**src/rtl/eq_ctrl_pkg.sv**
```systemverilog
// Shared equalizer control constants: band count, gain width, reset gain and
// the gain-scheduler FSM state encoding.
package eq_ctrl_pkg;

    localparam int unsigned NUM_BANDS        = 8;
    localparam int unsigned GAIN_W           = 2;
    localparam int unsigned DEFAULT_GAIN_VAL = 1;
    localparam int unsigned RAMP_DIV_DEFAULT = 1;

    localparam int unsigned STATE_W = 2;
    localparam logic [1:0] ST_IDLE   = 2'd0;
    localparam logic [1:0] ST_ARMED  = 2'd1;
    localparam logic [1:0] ST_COMMIT = 2'd2;
    localparam logic [1:0] ST_RAMP   = 2'd3;

endpackage

```
**src/rtl/gain_stepper.sv**
```systemverilog
// Per-band next active gain. With EQ_GAIN_RAMP_EN defined the active gain
// moves one LSB toward its target and stops there; otherwise it jumps
// straight to the target.
module gain_stepper #(
    parameter int unsigned GAIN_BITS = 2
) (
    input  logic [GAIN_BITS-1:0] active_i,
    input  logic [GAIN_BITS-1:0] target_i,
    output logic [GAIN_BITS-1:0] next_gain_c
);

`ifdef EQ_GAIN_RAMP_EN
    // Single-LSB step toward the target; equal values hold, so no overshoot.
    always_comb begin
        next_gain_c = active_i;
        if (active_i < target_i) begin
            next_gain_c = active_i + GAIN_BITS'(1);
        end else if (active_i > target_i) begin
            next_gain_c = active_i - GAIN_BITS'(1);
        end
    end
`else
    // Direct copy of the target.
    always_comb begin
        next_gain_c = target_i;
        if (active_i == target_i) begin
            next_gain_c = active_i;
        end
    end
`endif

endmodule

```
**src/rtl/eq_gain_scheduler.sv**
```systemverilog
// Equalizer band-gain scheduler. Buffers host gain writes as targets and
// commits them to the amplifier only on frame boundaries (clk_enable &&
// phase_min), so gains never change mid-convolution.
// Build option: EQ_GAIN_RAMP_EN enables one-LSB-per-commit ramping with a
// RAMP_DIV boundary divider between steps.
module eq_gain_scheduler
    import eq_ctrl_pkg::*;
#(
    parameter int unsigned NUMBER_OF_FILTERS = NUM_BANDS,
    parameter int unsigned GAIN_BITS         = GAIN_W,
    parameter int unsigned BAND_IDX_BITS     = $clog2(NUMBER_OF_FILTERS),
    parameter int unsigned DEFAULT_GAIN      = DEFAULT_GAIN_VAL,
    parameter int unsigned RAMP_DIV          = RAMP_DIV_DEFAULT
) (
    input  logic                                   clk,
    input  logic                                   rst,
    input  logic                                   clk_enable,
    input  logic                                   phase_min,
    input  logic                                   cfg_valid,
    output logic                                   cfg_ready,
    input  logic                                   cfg_all,
    input  logic [BAND_IDX_BITS-1:0]               cfg_band,
    input  logic [GAIN_BITS-1:0]                   cfg_gain,
    output logic                                   cfg_err,
    output logic                                   amplifier_enable,
    output logic [NUMBER_OF_FILTERS*GAIN_BITS-1:0] amplifier_gains,
    output logic                                   busy,
    output logic                                   update_pulse
);

    if (RAMP_DIV < 1) begin : g_bad_ramp_div
        $error("eq_gain_scheduler: RAMP_DIV must be >= 1");
    end

    logic [STATE_W-1:0]   state_q, state_d;
    logic [GAIN_BITS-1:0] target_q [NUMBER_OF_FILTERS];
    logic [GAIN_BITS-1:0] target_d [NUMBER_OF_FILTERS];
    logic [GAIN_BITS-1:0] active_q [NUMBER_OF_FILTERS];
    logic [GAIN_BITS-1:0] active_d [NUMBER_OF_FILTERS];
    logic [GAIN_BITS-1:0] step_c   [NUMBER_OF_FILTERS];
    logic                 cfg_ready_q, busy_q;
    logic                 amp_en_q, amp_en_d;
    logic                 pulse_q, pulse_d;
    logic                 err_q, err_d;
    logic                 accept_c, boundary_c, band_ok_c, changed_c;

`ifdef EQ_GAIN_RAMP_EN
    localparam int unsigned DIV_W = (RAMP_DIV > 1) ? $clog2(RAMP_DIV) : 1;
    logic [DIV_W-1:0] div_q, div_d;
    logic             settled_c;
`endif

    assign accept_c   = cfg_valid && cfg_ready_q;
    assign boundary_c = clk_enable && phase_min;
    assign band_ok_c  = 32'(cfg_band) < NUMBER_OF_FILTERS;

    // Per-band step units and output packing.
    for (genvar g = 0; g < NUMBER_OF_FILTERS; g++) begin : g_band
        gain_stepper #(
            .GAIN_BITS (GAIN_BITS)
        ) u_stepper (
            .active_i    (active_q[g]),
            .target_i    (target_q[g]),
            .next_gain_c (step_c[g])
        );
        assign amplifier_gains[g*GAIN_BITS +: GAIN_BITS] = active_q[g];
    end

    // Does the pending commit change any active gain.
    always_comb begin
        changed_c = 1'b0;
        for (int i = 0; i < NUMBER_OF_FILTERS; i++) begin
            if (step_c[i] != active_q[i]) changed_c = 1'b1;
        end
    end

`ifdef EQ_GAIN_RAMP_EN
    // Will every band sit on its target once this commit lands.
    always_comb begin
        settled_c = 1'b1;
        for (int i = 0; i < NUMBER_OF_FILTERS; i++) begin
            if (step_c[i] != target_q[i]) settled_c = 1'b0;
        end
    end
`endif

    // Next-state: target writes, FSM transitions, commit and status pulses.
    always_comb begin
        state_d  = state_q;
        target_d = target_q;
        active_d = active_q;
        amp_en_d = amp_en_q;
        pulse_d  = 1'b0;
        err_d    = 1'b0;
`ifdef EQ_GAIN_RAMP_EN
        div_d    = div_q;
`endif

        if (accept_c) begin
            if (cfg_all) begin
                for (int i = 0; i < NUMBER_OF_FILTERS; i++) target_d[i] = cfg_gain;
            end else if (band_ok_c) begin
                target_d[cfg_band] = cfg_gain;
            end else begin
                err_d = 1'b1;
            end
        end

        case (state_q)
            ST_IDLE: begin
                if (accept_c) state_d = ST_ARMED;
            end
            ST_ARMED: begin
                if (boundary_c) state_d = ST_COMMIT;
            end
            ST_COMMIT: begin
                active_d = step_c;
                amp_en_d = 1'b1;
                pulse_d  = changed_c;
`ifdef EQ_GAIN_RAMP_EN
                div_d    = '0;
                state_d  = settled_c ? ST_IDLE : ST_RAMP;
`else
                state_d  = ST_IDLE;
`endif
            end
            ST_RAMP: begin
`ifdef EQ_GAIN_RAMP_EN
                if (boundary_c) begin
                    if (div_q == DIV_W'(RAMP_DIV - 1)) begin
                        div_d   = '0;
                        state_d = ST_COMMIT;
                    end else begin
                        div_d = div_q + DIV_W'(1);
                    end
                end
`else
                state_d = ST_IDLE;
`endif
            end
            default: state_d = ST_IDLE;
        endcase
    end

    // State and output registers with synchronous reset.
    always_ff @(posedge clk) begin
        if (rst) begin
            state_q     <= ST_IDLE;
            cfg_ready_q <= 1'b1;
            busy_q      <= 1'b0;
            amp_en_q    <= 1'b0;
            pulse_q     <= 1'b0;
            err_q       <= 1'b0;
            for (int i = 0; i < NUMBER_OF_FILTERS; i++) begin
                target_q[i] <= GAIN_BITS'(DEFAULT_GAIN);
                active_q[i] <= GAIN_BITS'(DEFAULT_GAIN);
            end
`ifdef EQ_GAIN_RAMP_EN
            div_q       <= '0;
`endif
        end else begin
            state_q     <= state_d;
            cfg_ready_q <= (state_d != ST_COMMIT);
            busy_q      <= (state_d != ST_IDLE);
            amp_en_q    <= amp_en_d;
            pulse_q     <= pulse_d;
            err_q       <= err_d;
            target_q    <= target_d;
            active_q    <= active_d;
`ifdef EQ_GAIN_RAMP_EN
            div_q       <= div_d;
`endif
        end
    end

    assign cfg_ready        = cfg_ready_q;
    assign busy             = busy_q;
    assign amplifier_enable = amp_en_q;
    assign update_pulse     = pulse_q;
    assign cfg_err          = err_q;

endmodule

```
**config.mk**
```make
export PLATFORM = sky130hd
export DESIGN_NAME = eq_gain_scheduler
export DESIGN_NICKNAME = d
export VERILOG_FILES = /design/src/rtl/eq_ctrl_pkg.sv /design/src/rtl/gain_stepper.sv /design/src/rtl/eq_gain_scheduler.sv
export SDC_FILE = /design/constraint.sdc
export NUM_CORES = 1
export LEC_CHECK = 0
export CAP_MARGIN = 20
export CELL_PAD_IN_SITES_DETAIL_PLACEMENT = 0
export CELL_PAD_IN_SITES_GLOBAL_PLACEMENT = 1
export CORE_UTILIZATION = 40
export DETAILED_ROUTE_END_ITERATION = 12
export PLACE_DENSITY = 0.83
export SLEW_MARGIN = 0
export SYNTH_ARGS = -nofsm -noshare
export SYNTH_HDL_FRONTEND = slang
export SYNTH_HIERARCHICAL = 1
export SYNTH_SLANG_ARGS = --single-unit
```
**constraint.sdc**
```tcl
create_clock -name clk -period 4 [get_ports clk]
set_clock_uncertainty 0.15 [all_clocks]
set_input_delay 0.8 -clock clk [delete_from_list [all_inputs] [get_ports clk]]
set_output_delay 0.8 -clock clk [all_outputs]
set_load 0.03 [all_outputs]
```
==> flow_summary_export.csv, run 1 <==
group,metric,value,unit
outcome,status,"finished clean",
power_and_ir_drop,power.leakage,0.000812,µW
clock_tree,cts_tree,"done",
placement,port_buffers,30,
grt,grt_max_degree,25,
timing,max_freq,436,MHz
die,die_x,66.6,µm
synthesis,synth_nets,208,
synthesis,yosys_warnings,6,
grt,grt_pass1_vias,1281,
final_layout,register_area,761,µm²
worst_setup_path,slowest_stage,"clkdlybuf4s50_1",
worst_setup_path,cp_slowest_stage_delay,0.69,ns
worst_setup_path,worstSetupPathType,"reg -> out",
detailed_routing,wirelength,3.26,mm
synthesis,syn-cell-area,1670,µm²
clock_tree,clockRootBuffer,"clkbuf_8",
worst_setup_path,worstSetupEndpointType,"output pin",
synthesis,synth.distinct_cells,28,
worst_setup_path,start_kind,"flip-flop",
clock_tree,ctsResizeCount,0,
timing,slew_headroom,56.4,%
final_layout,nFillCells,382,
clock_tree,cts.sinks,38,
timing,final-hold-violation-count,0,
die,dieArea,4440,µm²
grt,antenna_found_initial,0,
die,coreArea,4000,µm²
detailed_routing,drt_iter0_markers,65,
clock_tree,htreeDepth,2,
detailed_routing,route.detailed.drc,0,
power_and_ir_drop,total_power,826,µW
clock_tree,clkLatencyLatePin,0.28,ns
synthesis,synth.ff_latch_count,38,
worst_setup_path,cp_top_family,"buffers and inverters",
worst_setup_path,crit_arrival,1.35,ns
worst_setup_path,path_max_fanout,3,
placement,place_congestion,0.700,
timing,slew_violations,0,
worst_setup_path,crit_chain,"clkdlybuf4s50_1",
die,placementRows,23,
detailed_routing,wl_per_cell,12.6,µm
synthesis,netlist_instances,197,
clock_tree,cts_made_buffers,5,
clock_tree,post_cts_buffers,0,
timing,whs,0.322,ns
die,dieHeight,66.6,µm
clock_tree,clk_pin_slew,0.07,ns
timing,finalCritPeriodShare,57.4,%
clock_tree,max-clock-path-buffers,2,
die,initial_utilization,41.8,%
power_and_ir_drop,powerDensity,403,nW/µm²
timing,setup_tns,0,ns
grt,grt_pass1_wl,5.62,mm
final_layout,multi_input_area,788,µm²
final_layout,fin_nets,220,
grt,gr-total-overflow,0,
detailed_routing,antenna_left,0,
final_layout,diodes,0,
synthesis,yosysSeqAreaShare,45.5,%
worst_setup_path,cp_data_required_time,3.05,ns
detailed_routing,viasPerCell,5.03,
die,ioPinCount,32,
grt,track_usage,17.2,%
final_layout,syn2layout_area_growth,22.7,%
min_path,hold_path_class,"reg -> reg",
timing,setup_violations,0,
placement,dp.final_hpwl,2.47,mm
run,maxCapViolCount,0,
final_layout,final_layout_size_suffix_gt1_share,6.22,%
detailed_routing,first_pass_iters,4,
timing,min_period,2.30,ns
synthesis,avgSynthCellArea,8.49,µm²
power_and_ir_drop,ir_drop,0.229,mV
detailed_routing,via_count,1304,
timing,worst_pin_slew,0.653,ns
timing,rsz0062_at_grt,"false",
clock_tree,ctsHoldBuffers,0,
worst_setup_path,crit_buf_inv,1,
logic make-up (layout without fill, tap and decap cells):
family	after synthesis	in the layout	synth area share, %
AO/OA/AOI/OAI	25	25	10.0
flip-flops	38	38	45.5
buffers and inverters	29	41	7.33
XOR/XNOR	16	16	8.38
other	1	1	0.224
multiplexers	8	8	4.79
AND/OR/NAND/NOR	80	80	23.7
worst reg2reg max path, cell delays in order, from the launching register on:
cell     delay (ns)
dfxtp_1        0.32
and2_1         0.32
nor2b_2        0.28
nor2b_1        0.07
a211o_1        0.26
state kept, by name, summed over array words and instances (netlist names):
name,cells
amplifier_gains,16
target_q,16
state_q,2
amplifier_enable,1
busy,1
cfg_ready,1
update_pulse,1
through the flow:
stage | std cells | instance area (µm²) | setup slack [ns] | utilization [%]
finish | 259 | 2050 | 1.70 | 51.3
global route | 259 | 2050 | 1.65 | 51.3
CTS | 259 | 2050 | 1.69 | 51.3
detailed placement | 252 | 1940 | 1.57 | 48.5
global placement | 251 | 1930 | 1.62 | 48.2
floorplan | 197 | 1670 | 2.20 | -
power by group:
group	internal, µW	switching, µW	total [µW]
logic	45.7	48.1	93.8
clock network	199	125	324
registers	394	14.0	408
total	639	187	826
cells in the mapped netlist, drive strengths merged:
master | number | area [µm²]
nor3b | 3 | 22.5
o21ai | 8 | 51.3
dfxtp | 38 | 761
nor2 | 18 | 67.6
and2 | 1 | 6.26
a211o | 8 | 70.1
nor4 | 1 | 6.26
or2 | 1 | 6.26
clkbuf | 20 | 75.1
a21oi | 8 | 40.0
nor3 | 3 | 15.0
conb | 1 | 3.75
nor2b | 3 | 21.3
nand3 | 1 | 5.00
nand2b | 1 | 6.26
nand3b | 8 | 60.1
and4 | 1 | 8.76
nand4 | 4 | 25.0
inv | 2 | 7.51
nand2 | 32 | 120
buf | 7 | 40.0
mux2i | 8 | 80.1
xnor2 | 16 | 140
a31oi | 1 | 6.26
and3b | 3 | 26.3
layout make-up:
cell class | count | share of cell area [%]
Tap cell | 50 | 3.05
Timing Repair Buffer | 32 | 15.6
Clock buffer | 6 | 4.03
Sequential cell | 38 | 37.1
Inverter | 2 | 0.366
Multi-Input combinational cell | 130 | 38.4
Clock inverter | 1 | 1.46
per-layer routing:
metal  GRT usage, %  vias up  routed length, µm
li1               -      661                  -
met1           20.1      610               1450
met2           29.4       28               1630
met3           3.60        5                122
met4           8.78        0                 59
met5              0        -                  0
cell usage in the layout, fill, tap and decap left out, drive strengths merged:
cell type,Yosys,final
nor4,1,1
bufinv,0,1
nor3,3,3
a21oi,8,8
a211o,8,8
xnor2,16,16
nor2b,3,3
clkdlybuf4s50,0,30
clkbuf,20,6
conb,1,1
and2,1,1
nor3b,3,3
nand2b,1,1
and3b,3,3
nand3b,8,8
nand2,32,32
o21ai,8,8
nand3,1,1
or2,1,1
nor2,18,18
buf,7,2
and4,1,1
dfxtp,38,38
a31oi,1,1
mux2i,8,8
inv,2,2
nand4,4,4
final timing paths:
check,endpoint,start,depth (start not counted),slack (ns)
min reg2reg,amplifier_enable$_SDFFE_PP0N_,amplifier_enable$_SDFFE_PP0N_,2,0.32
max,amplifier_gains[15],amplifier_gains[15]$_SDFFE_PP0N_,1,1.70
max reg2reg,target_q[0]$_SDFFE_PP1P_,cfg_ready$_SDFF_PP1_,4,2.51
min,amplifier_enable$_SDFFE_PP0N_,amplifier_enable$_SDFFE_PP0N_,2,0.32
No activity file was read; power rests on OpenSTA's default activity.
==> run 2: changes to the inputs <==
Settings changed: CORE_UTILIZATION 40 to 34, PLACE_DENSITY 0.83 to 0.75.
Clock period 4 ns to 2.05 ns, I/O delays scaled along.
==> run 2 against run 1 <==
Total power grew 77%. Clock-buffer cell count increased by 1. Core utilization decreased by 7.8 points. Sequential share of layout area fell by 0.068 points. Non-clock buffer count rose by 3. Sequential cell count stayed put. Combinational power up 98%. Final cell count grew 7.7%. Setup slack worse by 1.6 ns. Cell area up 0.18%. Critical endpoint is now amplifier_gains[10].
==> flow_summary_export.csv, run 2 (same netlist as run 1, synthesis figures left out) <==
group,metric,value,unit
placement,place_area,1980,µm²
worst_setup_path,path_max_fanout,3,
min_path,min_from,"amplifier_enable$_SDFFE_PP0N_",
grt,gr-total-overflow,0,
worst_setup_path,ff2ff_setup_slack,0.57,ns
outcome,status,"finished clean",
clock_tree,clk_pin_slew,0.07,ns
min_path,hold_path_end,"amplifier_enable$_SDFFE_PP0N_",
power_and_ir_drop,powerDensity,711,nW/µm²
final_layout,final_layout_size_suffix_gt1_share,6.60,%
detailed_routing,dr_wl_met2,1.43,mm
timing,min_period,1.94,ns
grt,grt_pass1_vias,1112,
clock_tree,cts_tree,"done",
power_and_ir_drop,power.leakage,0.000806,µW
placement,post-place-ws,-0.00454,ns
detailed_routing,via_count,1273,
detailed_routing,wl_per_cell,12.0,µm
placement,dp.final_hpwl,2.38,mm
worst_setup_path,r2r_start,"cfg_ready$_SDFF_PP1_",
clock_tree,clkLatencyLatePin,0.28,ns
clock_tree,ctsResizeCount,0,
worst_setup_path,cp_slowest_stage_delay,0.69,ns
worst_setup_path,slowest_stage,"clkdlybuf4s50_1",
worst_setup_path,cp_data_required_time,1.49,ns
detailed_routing,highest_layer,"met4",
min_path,hold_path_class,"reg -> reg",
worst_setup_path,cp_top_family,"buffers and inverters",
die,dieHeight,72.1,µm
power_and_ir_drop,ir_drop,0.475,mV
final_layout,final_cells,279,
final_layout,fin_nets,223,
timing,setup_tns,0,ns
detailed_routing,route.met3.wl,123,µm
timing,slew_violations,0,
worst_setup_path,worstSetupEndpointType,"output pin",
clock_tree,ctsHoldBuffers,0,
grt,antenna_found_initial,0,
die,initial_utilization,35.4,%
final_layout,layout_commonest_cell,"dfxtp_1",
die,coreArea,4720,µm²
min_path,whs_path_depth,2,
detailed_routing,first_pass_iters,4,
timing,setup_violations,0,
clock_tree,post_cts_buffers,0,
clock_tree,htreeDepth,2,
final_layout,diodes,0,
grt,grt_max_degree,19,
clock_tree,clockRootBuffer,"clkbuf_8",
worst_setup_path,r2r_cells,4,
clock_tree,max-clock-path-buffers,2,
timing,finalCritPeriodShare,94.5,%
die,ioPinCount,32,
timing,final-hold-violation-count,0,
timing,max_freq,516,MHz
final_layout,layout_common_cells,"dfxtp_1 (38), nand2_1 (32), clkdlybuf4s50_1 (30), nor2_1 (18), xnor2_1 (16)",
detailed_routing,antenna_left,0,
final_layout,syn2layout_area_growth,22.9,%
worst_setup_path,worstSetupPathType,"reg -> out",
grt,grt_pass1_wl,5.44,mm
detailed_routing,wirelength,3.34,mm
die,placementRows,25,
placement,port_buffers,30,
detailed_routing,drt_iter0_markers,87,
timing,fin_ws,0.113,ns
worst_setup_path,start_kind,"flip-flop",
worst_setup_path,crit_arrival,1.38,ns
die,die_x,72.1,µm
run,maxCapViolCount,0,
final_layout,design_area,2050,µm²
detailed_routing,met1Wirelength,1.75,mm
clock_tree,cts.sinks,38,
worst_setup_path,crit_chain,"clkdlybuf4s50_1",
placement,place_congestion,0.758,
worst_setup_path,crit_buf_inv,1,
die,dieArea,5200,µm²
timing,rsz0062_at_grt,"false",
worst_setup_path,r2r_end,"target_q[0]$_SDFFE_PP1P_",
clock_tree,cts_made_buffers,5,
detailed_routing,route.detailed.drc,0,
detailed_routing,viasPerCell,4.56,
placement,dp_cells,272,
grt,track_usage,14.0,%
-- run 2: cell type report --
class	instances	area, µm²
sequential	38	761
multi-input combinational	130	788
tap	67	83.8
inverter	2	7.51
fill	491	2670
clock buffer	7	76.3
timing repair buffer	35	338
-- run 2: per-stage QoR --
stage / power [µW] / hold WS, ns / util (%)
floorplan: 943 / 0.283 / -
global placement: 1000 / 0.302 / 41.9
detailed placement: 1000 / 0.308 / 41.9
CTS: 1480 / 0.325 / 43.5
global route: 1530 / 0.343 / 43.5
finish: 1460 / 0.319 / 43.5
-- run 2: worst max-delay path by stage --
| stage | from | endpoint | slack [ns] | depth (start not counted) |
|---|---|---|---|---|
| after global routing | amplifier_gains[10]$_SDFFE_PP1N_ | amplifier_gains[10] | 0.07 | 1 |
| after CTS | amplifier_gains[10]$_SDFFE_PP1N_ | amplifier_gains[10] | 0.10 | 1 |
| after floorplan | cfg_ready$_SDFF_PP1_ | target_q[0]$_SDFFE_PP1P_ | 0.50 | 5 |
| after global placement | cfg_valid | target_q[0]$_SDFFE_PP1P_ | 0.02 | 5 |
| final | amplifier_gains[10]$_SDFFE_PP1N_ | amplifier_gains[10] | 0.11 | 1 |
| after detailed placement | cfg_valid | target_q[0]$_SDFFE_PP1P_ | -0.005 | 5 |
-- run 2: layer usage --
metal	GRT usage, %	vias to the layer above
li1	-	664
met1	19.7	574
met2	20.2	30
met3	3.75	5
met4	5.88	0
met5	0	-
-- run 2: power by group --
part | internal (µW) | switching [µW] | total (µW) | leakage (µW)
registers | 769 | 26.8 | 795 | 0.000311
clock network | 234 | 245 | 479 | 0.0000383
logic | 92.0 | 94.0 | 186 | 0.000457
total | 1090 | 366 | 1460 | 0.000806
==> run 3: changes to the inputs <==
Settings changed: CORE_UTILIZATION 34 to 33, PLACE_DENSITY 0.75 to 0.74.
==> run 3 against run 2 <==
Routed wire length is 1.1% higher. Critical path depth is the same. Sequential share of layout area did not move. Clock-buffer cell count did not move. Hold slack better by 0.0098 ns. Global-route usage is 0.19 points higher. Total power down 0.77%. Largest power group unchanged. Highest routed layer unchanged.
==> flow_summary_export.csv, run 3 (same netlist as run 1, synthesis figures left out) <==
group,metric,value,unit
clock_tree,clk_pin_slew,0.07,ns
final_layout,diodes,0,
grt,grt_pass1_vias,1094,
final_layout,fin_nets,223,
die,dieHeight,73.2,µm
timing,setup_violations,0,
clock_tree,clkLatencyLatePin,0.28,ns
clock_tree,ctsHoldBuffers,0,
worst_setup_path,crit_chain,"clkdlybuf4s50_1",
grt,antenna_found_initial,0,
power_and_ir_drop,powerDensity,705,nW/µm²
worst_setup_path,crit_arrival,1.39,ns
die,initial_utilization,34.9,%
detailed_routing,antenna_left,0,
timing,rsz0062_at_grt,"false",
die,dieArea,5350,µm²
placement,dp_cells,272,
placement,place_congestion,0.719,
timing,min_period,1.95,ns
die,die_x,73.2,µm
timing,final-hold-violation-count,0,
placement,port_buffers,30,
detailed_routing,first_pass_iters,4,
timing,setup_tns,0,ns
run,maxCapViolCount,0,
clock_tree,cts_made_buffers,5,
timing,finalCritPeriodShare,95.1,%
grt,track_usage,14.2,%
final_layout,syn2layout_area_growth,22.9,%
clock_tree,ctsResizeCount,0,
clock_tree,cts_tree,"done",
die,ioPinCount,32,
clock_tree,cts.sinks,38,
min_path,min_from,"amplifier_enable$_SDFFE_PP0N_",
power_and_ir_drop,total_power,1450,µW
detailed_routing,wirelength,3.38,mm
final_layout,multi_input_area,788,µm²
detailed_routing,viasPerCell,4.63,
clock_tree,max-clock-path-buffers,2,
worst_setup_path,r2r_start,"cfg_ready$_SDFF_PP1_",
grt,grt_max_degree,21,
detailed_routing,drt_iter0_markers,92,
worst_setup_path,slowest_stage,"clkdlybuf4s50_1",
clock_tree,post_cts_buffers,0,
die,placementRows,25,
worst_setup_path,cp_data_required_time,1.49,ns
worst_setup_path,path_max_fanout,3,
worst_setup_path,startpoint,"amplifier_gains[10]$_SDFFE_PP1N_",
detailed_routing,via_count,1292,
grt,grt_pass1_wl,5.54,mm
final_layout,layout_commonest_cell,"dfxtp_1",
worst_setup_path,cp_slowest_stage_delay,0.70,ns
final_layout,register_area,761,µm²
power_and_ir_drop,power.leakage,0.000806,µW
worst_setup_path,worstSetupPathType,"reg -> out",
worst_setup_path,crit_buf_inv,1,
final_layout,final_cells,279,
min_path,hold_path_class,"reg -> reg",
final_layout,final_layout_size_suffix_gt1_share,6.60,%
detailed_routing,wl_per_cell,12.1,µm
outcome,status,"finished clean",
clock_tree,htreeDepth,2,
worst_setup_path,cp_top_family,"buffers and inverters",
timing,slew_violations,0,
power_and_ir_drop,ir_drop,0.332,mV
final_layout,layout_common_cells,"dfxtp_1 (38), nand2_1 (32), clkdlybuf4s50_1 (30), nor2_1 (18), xnor2_1 (16)",
worst_setup_path,worstSetupEndpointType,"output pin",
timing,max_freq,513,MHz
final_layout,final_util,42.9,%
clock_tree,clockRootBuffer,"clkbuf_8",
die,coreArea,4790,µm²
final_layout,nFillCells,480,
worst_setup_path,start_kind,"flip-flop",
grt,gr-total-overflow,0,
detailed_routing,route.detailed.drc,0,
placement,dp.final_hpwl,2.42,mm
[run 3: cell counts in the layout (fill, tap and decap cells not counted)]
No cell type changed its count.
[run 3: path summary, 6_finish.rpt]
check	slack [ns]	end	depth (start not counted)
worst max-delay path	0.10	amplifier_gains[10]	1
worst min-delay path	0.33	amplifier_enable$_SDFFE_PP0N_	2
worst max register to register	0.55	target_q[0]$_SDFFE_PP1P_	4
worst min register to register	0.33	amplifier_enable$_SDFFE_PP0N_	2
[run 3: final cells by class]
class,instances,area share (%)
Clock buffer,7,3.71
Multi-Input combinational cell,130,38.4
Sequential cell,38,37.0
Inverter,2,0.365
Timing Repair Buffer,35,16.4
Tap cell,67,4.08
[run 3: power by group]
group          total, µW  switching (µW)  internal (µW)  leakage, µW
clock network        467             233            234    0.0000383
registers            796            27.6            769     0.000311
logic                186            94.4           92.0     0.000457
total               1450             355           1090     0.000806
[run 3: per-stage QoR]
| stage | instance area (µm²) | hold slack [ns] | setup WS (ns) |
|---|---|---|---|
| after floorplan | 1670 | 0.283 | 0.504 |
| after global placement | 1980 | 0.311 | 0.00650 |
| after detailed placement | 1980 | 0.316 | -0.00542 |
| after CTS | 2050 | 0.334 | 0.0948 |
| after global routing | 2050 | 0.347 | 0.0432 |
| final | 2050 | 0.329 | 0.100 |
[run 3: layer usage]
metal	wire [µm]	GRT usage (%)
met1	1680	19.0
met2	1520	21.0
met3	137	3.87
met4	41	7.19
met5	0	0
